**config.mk**
```make
export PLATFORM = sky130hd
export DESIGN_NAME = wb_commit_unit
export DESIGN_NICKNAME = d
export VERILOG_FILES = /design/src/rtl/wb_commit_unit_pkg.sv /design/src/rtl/wb_commit_unit_regfile.sv /design/src/rtl/wb_commit_unit.sv
export SDC_FILE = /design/constraint.sdc
export NUM_CORES = 2
export LEC_CHECK = 0
export CAP_MARGIN = 15
export CORE_MARGIN = 1.5
export CORE_UTILIZATION = 60
export CTS_BUF_LIST = sky130_fd_sc_hd__clkbuf_8
export CTS_CLUSTER_SIZE = 30
export DETAILED_ROUTE_END_ITERATION = 8
export PLACE_DENSITY = 0.8
export RECOVER_POWER = 25
export SYNTH_ARGS = -nofsm -noshare
export SYNTH_HDL_FRONTEND = slang
export SYNTH_SLANG_ARGS = --single-unit
```
**constraint.sdc**
```tcl
create_clock -name CLK -period 48.7 [get_ports CLK]
set_input_delay 14.61 -clock CLK [delete_from_list [all_inputs] [get_ports CLK]]
set_output_delay 14.61 -clock CLK [all_outputs]
set_load 0.02 [all_outputs]
```
**src/rtl/wb_commit_unit_pkg.sv**
```systemverilog
// Shared definitions for the writeback/commit stage: source-select encodings,
// default widths and the hardwired-zero register index.
package wb_commit_unit_pkg;

   typedef enum logic [1:0] {
      WB_SRC_ALU = 2'd0,
      WB_SRC_MEM = 2'd1,
      WB_SRC_PC4 = 2'd2,
      WB_SRC_IMM = 2'd3
   } wb_src_e;

   localparam int unsigned DEF_DATA_W = 32;
   localparam int unsigned DEF_ADDR_W = 5;
   localparam int unsigned REG_ZERO   = 0;

endpackage

```
**src/rtl/wb_commit_unit_regfile.sv**
```systemverilog
// Architectural register file: async-reset storage, one write port and two
// combinational read ports with write-through forwarding; x0 reads as zero.
module wb_regfile
   import wb_commit_unit_pkg::*;
#(
   parameter int unsigned DATA_W = DEF_DATA_W,
   parameter int unsigned ADDR_W = DEF_ADDR_W,
   parameter int unsigned NREG   = 32
) (
   input  logic              clk,
   input  logic              rst,
   input  logic              we,
   input  logic [ADDR_W-1:0] wa,
   input  logic [DATA_W-1:0] wd,
   input  logic [ADDR_W-1:0] ra1,
   input  logic [ADDR_W-1:0] ra2,
   output logic [DATA_W-1:0] rd1,
   output logic [DATA_W-1:0] rd2
);

   logic [DATA_W-1:0] regs [NREG];

   always_ff @(posedge clk or posedge rst) begin
      if (rst) begin
         for (int unsigned i = 0; i < NREG; i++) regs[i] <= '0;
      end else if (we && wa != ADDR_W'(REG_ZERO)) begin
         regs[wa] <= wd;
      end
   end

   // A non-zero read address matching the write address implies the write is real.
   always_comb begin
      rd1 = '0;
      if (ra1 != ADDR_W'(REG_ZERO)) rd1 = (we && wa == ra1) ? wd : regs[ra1];
   end

   always_comb begin
      rd2 = '0;
      if (ra2 != ADDR_W'(REG_ZERO)) rd2 = (we && wa == ra2) ? wd : regs[ra2];
   end

endmodule

```
**src/rtl/wb_commit_unit.sv**
```systemverilog
// Writeback/commit stage: selects writeback data, commits it to the register
// file, counts retired instructions and latches the halt condition.
module wb_commit_unit
   import wb_commit_unit_pkg::*;
#(
   parameter int unsigned DATA_W = DEF_DATA_W,
   parameter int unsigned ADDR_W = DEF_ADDR_W,
   parameter int unsigned NREG   = 32,
   parameter int unsigned CNT_W  = 32
) (
   input  logic              CLK,
   input  logic              RESET,
   input  logic              RF_WE_IN,
   input  logic [1:0]        MREWR_MUX_IN,
   input  logic              NUMINSTADD_IN,
   input  logic              HALT_IN,
   input  logic [ADDR_W-1:0] WB_RD_IN,
   input  logic [DATA_W-1:0] ALU_RES_IN,
   input  logic [DATA_W-1:0] MEM_RDATA_IN,
   input  logic [DATA_W-1:0] PC_PLUS4_IN,
   input  logic [DATA_W-1:0] IMM_IN,
   input  logic [ADDR_W-1:0] RA1_IN,
   input  logic [ADDR_W-1:0] RA2_IN,
   output logic [DATA_W-1:0] RD1_OUT,
   output logic [DATA_W-1:0] RD2_OUT,
   output logic [DATA_W-1:0] WB_DATA_OUT,
   output logic [CNT_W-1:0]  NUM_INST_OUT,
   output logic              HALTED_OUT
);

   logic             halted_q;
   logic [CNT_W-1:0] cnt_q;
   logic             commit_en;
   logic             wr_en;
   wb_src_e          src;

   assign commit_en = !halted_q;
   // RESET also gates the write so forwarding cannot leak data while in reset.
   assign wr_en     = RF_WE_IN && commit_en && !RESET;
   assign src       = wb_src_e'(MREWR_MUX_IN);

   always_comb begin
      WB_DATA_OUT = ALU_RES_IN;
      unique case (src)
         WB_SRC_ALU: WB_DATA_OUT = ALU_RES_IN;
         WB_SRC_MEM: WB_DATA_OUT = MEM_RDATA_IN;
         WB_SRC_PC4: WB_DATA_OUT = PC_PLUS4_IN;
         WB_SRC_IMM: WB_DATA_OUT = IMM_IN;
      endcase
   end

   always_ff @(posedge CLK or posedge RESET) begin
      if (RESET) begin
         cnt_q    <= '0;
         halted_q <= 1'b0;
      end else if (commit_en && NUMINSTADD_IN) begin
         cnt_q <= cnt_q + CNT_W'(1);
         if (HALT_IN) halted_q <= 1'b1;
      end
   end

   assign NUM_INST_OUT = cnt_q;
   assign HALTED_OUT   = halted_q;

   wb_regfile #(
      .DATA_W (DATA_W),
      .ADDR_W (ADDR_W),
      .NREG   (NREG)
   ) u_regfile (
      .clk (CLK),
      .rst (RESET),
      .we  (wr_en),
      .wa  (WB_RD_IN),
      .wd  (WB_DATA_OUT),
      .ra1 (RA1_IN),
      .ra2 (RA2_IN),
      .rd1 (RD1_OUT),
      .rd2 (RD2_OUT)
   );

endmodule

```
* After elaboration in Yosys (flattened, before gate mapping)
Index checks and enable logic that the tools add are counted.
** Word-level totals
- Flip-flop bits (word level) :: 1057
- Bits of input ports :: 150
- Output and inout port bits :: 129
- Word-level logic and storage cells :: 75
** Cells by class
- Add/subtract/negate cells :: 1
- Order comparisons :: 4
- Equality and inequality tests :: 5
- Mux-type cells :: 14
- Bitwise logic cells :: 3
- Reductions and logical operators :: 14
** Operators with widths (count)
- 1024-bit bitwise mux :: 1
- 32-bit binary-select mux with 5-bit select :: 2
- 32-bit 2-to-1 mux :: 9
- 32-bit demux with 5-bit select :: 1
- 32-bit case mux with 4 select lines :: 1
- 32-bit by 1-bit adder with 32-bit output (second input constant) :: 1
- 6-bit greater-or-equal comparator (second input constant) :: 3
- 5-bit NOT with 6-bit output :: 3
- 5-bit nonzero test :: 3
- 5-bit equality test :: 2
- 1-bit logical AND :: 7
- 6-bit by 1-bit < comparator with 1-bit output (second input constant) :: 1
- 2-bit equality test (second input constant) :: 2
- 2-bit by 1-bit equality test with 1-bit output (second input constant) :: 1
- 1-bit logical NOT :: 2
- 2-bit logical NOT :: 1
- 2-bit AND reduction :: 1

* Depth between registers and ports, before layout
- Word-level depth :: 6
- Gate-level depth with buffers :: 11
- Depth with buffers taken out :: 7

* By module
Synthesis repeated with hierarchy kept, for this count alone.
** Second synthesis, totals
- Cell total of the unflattened synthesis :: 4019
- Area total of the unflattened synthesis :: 57388.8 sq um
** Modules (own cells, without submodules)
- wb_regfile :: times used 1, cells an instance 3850, area each 55132.9 sq um, sequential area each 25624.6 sq um
- wb_commit_unit :: times used 1, cells an instance 169, area each 2255.9 sq um, sequential area each 825.8 sq um

* Least setup slack after synthesis
No wires, ideal clock.
- Kind :: input-to-output
- Start :: input port RA1_IN[0]
- End :: output port RD1_OUT[18]
- Arrival :: 16.435 ns
- Data required time :: 34.090 ns
- Setup slack :: 17.655 ns
- Cell stages on the path :: 9
- Buffers on the path :: 4
- Cells stage by stage :: buf_6 > buf_8 > buf_6 > buf_2 > mux4_2 > a22oi_1 > nand3_1 > nand3_1 > o21ai_0
** Between the ends
- Cells in the longest elaborated chain, start to end :: 6
- Elaborated cells between the ends (all ways) :: 9
- Those cells by class :: eq/ne: 1; mux: 5; bitwise: 1; reduce/logical: 2
** RTL lines
- start, declared :: RTL line wb_commit_unit.sv:22 : input logic [ADDR_W-1:0] RA1_IN,
- 5-bit NOT with 6-bit output (not written as such) :: RTL line wb_commit_unit_regfile.sv:34 : if (ra1 != ADDR_W'(REG_ZERO)) rd1 = (we && wa == ra1) ? wd : regs[ra1];
- 32-bit binary-select mux with 5-bit select :: RTL line wb_commit_unit_regfile.sv:34
- 32-bit 2-to-1 mux (not written as such) (2 in series) :: RTL line wb_commit_unit_regfile.sv:34
- 32-bit 2-to-1 mux :: RTL line wb_commit_unit_regfile.sv:34
- 32-bit 2-to-1 mux (*) :: RTL line wb_commit_unit_regfile.sv:34
- end, declared :: RTL line wb_commit_unit.sv:24 : output logic [DATA_W-1:0] RD1_OUT,
Mark *: on every way between the ends. The rest lies on a longest branch, timed or not. The select of a mux whose other input is x is not followed.

* Worst setup path in the final report
- Start :: input port MREWR_MUX_IN[1]
- End :: output port RD2_OUT[18]
** Between the ends
- Cells in the longest elaborated chain, start to end :: 4
- Elaborated cells between the ends (all ways) :: 7
- Those cells by class :: eq/ne: 3; mux: 3; reduce/logical: 1
** RTL lines
- start, declared :: RTL line wb_commit_unit.sv:14 : input logic [1:0] MREWR_MUX_IN,
- 2-bit equality test, or another cell as far along :: RTL line wb_commit_unit.sv:44 : unique case (src)
- 32-bit case mux with 4 select lines (*) :: RTL line wb_commit_unit.sv:44
- 32-bit 2-to-1 mux (*) (2 in series) :: RTL line wb_commit_unit_regfile.sv:39 : if (ra2 != ADDR_W'(REG_ZERO)) rd2 = (we && wa == ra2) ? wd : regs[ra2];
- end, declared :: RTL line wb_commit_unit.sv:25 : output logic [DATA_W-1:0] RD2_OUT,
Mark *: on every way between the ends. The rest lies on a longest branch, timed or not.

==> results by group <==
Status
  – Status: finished, violations left
  – Failing checks: max-capacitance violations, max-slew violations

Drt
  – Post-DRT Antenna Nets: 0
  – DR vias/cell: 6.986
  – Pre-Repair DR Iteration Count: 6
  – WL per Instance: between 20 and 30 µm
  – Via count: between 40k and 50k
  – Routed wire length: 187.8 mm
  – Detailed Route Iter0 Violations: 6,790
  – DRC viols: 0

Placed design
  – Placed cell area: between 50,000 and 60,000 µm²
  – Number of port buffers: ~280
  – Post-Place Cells: about 6.3k
  – Gpl congestion: 0.8789
  – Hpwl dp: 102.5 mm

Setup path
  – Critical path's slowest cell: clkbuf_1
  – Kind of critical path: input port to output pin
  – Type of origin of the critical path: input port
  – Critical path required time: around 34 ns
  – Cell family with most CP delay: buffers and inverters
  – Ordered list of cells on the worst path: clkbuf_1 -> clkbuf_1 -> mux2_2 -> o21ai_0 -> clkbuf_1 -> o22ai_1 -> clkdlybuf4s50_1
  – Most common cell on crit path: clkbuf_1
  – CP Max Fanout: 40
  – Crit path DAT: between 20 and 25 ns
  – WP buf/inv: 4
  – Crit path capture type: output pin
  – CP max stage delay: around 2.2 ns

Die
  – # rows: 111
  – Initial core utilization: 60.67%
  – Total die area: around 95,000 µm²
  – Total core area: about 90,000 µm²
  – Chip width: between 300 and 400 µm
  – I/O Pins: around 280
  – DIE HEIGHT: about 300 µm

Finish
  – Layout cells sized above 1: between 10% and 20%
  – Final Non-Filler Cells: approximately 6.6k
  – Layout Area Growth over Synthesis: 11.92%
  – Nets: about 5.4k
  – Final Cell Area: roughly 62,000 µm²

STA
  – Minimum clock period: between 30 and 40 ns
  – Hold Fails Final Rpt: 0
  – Setup TNS Final: 0 ns
  – Period utilization: 73.89%
  – Unrepaired setup endpoints after global routing: no
  – Hold_ws: about 0.40 ns
  – Worst Tran Pin Value: between 5 and 6 ns
  – Relative slew slack: -236.1%
  – Clock skew: 0.02655 ns
  – Final setup vio count: 0
  – Final Max Slew Viols: 944
  – F_max: 27.79 MHz

CTS
  – Post-CTS Hold Buffers: 0
  – CTS tree: yes
  – Clk_lat worst skew: between 0.8 and 0.9 ns
  – PostCTS Resize Cnt: 0
  – CTS H-Tree Depth: 4
  – Post-CTS Setup Inserts: 0
  – Clock buffer depth: 3
  – CTS Sinks: around 1.1k
  – Clk slew on worst S/H paths: ~0.060 ns
  – CTS buffer count: 173
  – Clk Tree Root Cell: clkbuf_8

GRT
  – Congestion Overflow GR: 0
  – Vias in the first global route: about 45k
  – Largest net degree at the start of global routing: about 190
  – First-pass GRT wire length: around 280 mm
  – Initial antenna violation count: 8
  – GRT Total Usage: about two fifths

Synth
  – Net Count, Synth: 5,347
  – EDFF count, synth: 0
  – FFs w/ async S/R, synth: 100.0%
  – Top FF cell, synth: dfrtp_1
  – FF+latch count, synth: 1,057
  – Mapped Area: roughly 56,000 µm²
  – Syn_area_per_cell: 10.74 µm²
  – Yosys warns: 0
  – Sequential area share after synthesis: about 47%
  – Mapped Cells: 5,196
  – Distinct cell type count after synthesis: 63

Power
  – VDD IR-drop max: 0.02440 mV
  – Power Density: 31.59 nW/µm²
  – Total Power: a little under 0.002 W
  – Static leakage: about 27 nW

Job
  – Number of max-cap violations: 17

Worst hold path
  – HP Class: flip-flop to flip-flop
==> final cells by class <==
class                      count  area [µm²]
fill                        6727       29510
multi-input combinational   3554       26950
sequential                  1057       26450
timing repair buffer         380        3550
clock buffer                 233        3207
tap                         1243        1555
clock inverter                84       546.8
inverter                      40       152.6
antenna                        6       15.01
==> metrics by stage <==
step	setup slack (ns)	utilization, %
floorplan	4.338	-
global placement	14.99	63.88
detailed placement	14.93	63.92
CTS	14.93	68.00
global route	12.73	67.89
finish	12.71	67.90
==> registers in the layout, indices dropped and copies added, names as in the netlist <==
name	cells
u_regfile.regs	1024
NUM_INST_OUT	32
HALTED_OUT	1
==> kinds of logic (layout without fill, tap and decap cells) <==
family                   count (synthesis)  after routing  synth area share, %
AO/OA/AOI/OAI                         1403           1403                14.02
XOR/XNOR                                40             40               0.6281
adder cells (fa/ha/maj)                  1              1              0.02243
buffers and inverters                  585            737                4.778
flip-flops                            1057           1057                47.42
multiplexers                           750            750                23.40
other                                    0              6                    0
AND/OR/NAND/NOR                       1360           1360                9.733
==> cell usage in the layout (no fill, tap or decap), types with 28 or more instances in the layout <==
master           Yosys  layout
o21ai_0           1092    1084
xnor2_1             34      34
clkdlybuf4s50_1      0     232
a221o_1             33      33
mux2i_1            252     252
o21ai_2              0      28
nand2_1           1169    1140
a22oi_1             47      47
mux2_2              50      50
nor2_1              37      35
nor3_1              33      33
clkbuf_8             0     234
mux4_2             437     437
dfrtp_1           1057    1057
inv_1               36      81
dlygate4sd3_1        0      35
a221oi_1            51      51
buf_4               23      79
nand3_1             48      48
==> routing by layer <==
layer	vias to the layer above	GRT usage (%)	routed length (µm)
met5	-	0	51
li1	18843	-	-
met2	3837	58.09	81130
met1	22558	52.53	65110
met4	8	22.42	11490
met3	842	15.49	29960
==> Yosys cell counts, types with 33 or more instances <==
cell / number / share of area [%]
nand3_1: 48 / 0.43
o21ai_1: 34 / 0.31
nor2_1: 37 / 0.25
a221oi_1: 51 / 0.80
xnor2_1: 34 / 0.53
nand2_1: 1169 / 7.9
mux2i_1: 252 / 4.5
buf_2: 59 / 0.53
mux4_2: 437 / 18
clkbuf_1: 406 / 2.7
o21ai_0: 1092 / 9.8
inv_1: 36 / 0.24
mux2_2: 50 / 1.0
a221o_1: 33 / 0.59
nor3_1: 33 / 0.30
a22oi_1: 47 / 0.63
dfrtp_1: 1057 / 47
==> report_power, final <==
part / leakage [nW] / switching (W) / internal (W) / total, W
registers: 14.7 / 0.0000139 / 0.000895 / 0.000909
clock network: 2.12 / 0.000383 / 0.000451 / 0.000834
logic: 10.2 / 0.000148 / 0.0000805 / 0.000229
total: 27.0 / 0.000545 / 0.00143 / 0.00197
==> worst paths after layout <==
check                                          start              endpoint  slack, ns  cells after the start
min in group asynchronous                      RESET      NUM_INST_OUT[31]      15.73                      2
worst max-delay path                 MREWR_MUX_IN[1]           RD2_OUT[18]      12.71                      7
worst max register to register            HALTED_OUT    u_regfile.regs[63]      43.49                      5
worst min-delay path            u_regfile.regs[1004]  u_regfile.regs[1004]       0.40                      0
worst min register to register  u_regfile.regs[1004]  u_regfile.regs[1004]       0.40                      0
max in group asynchronous                      RESET   u_regfile.regs[959]      26.05                      6
Power figures use the tool's default switching activity.
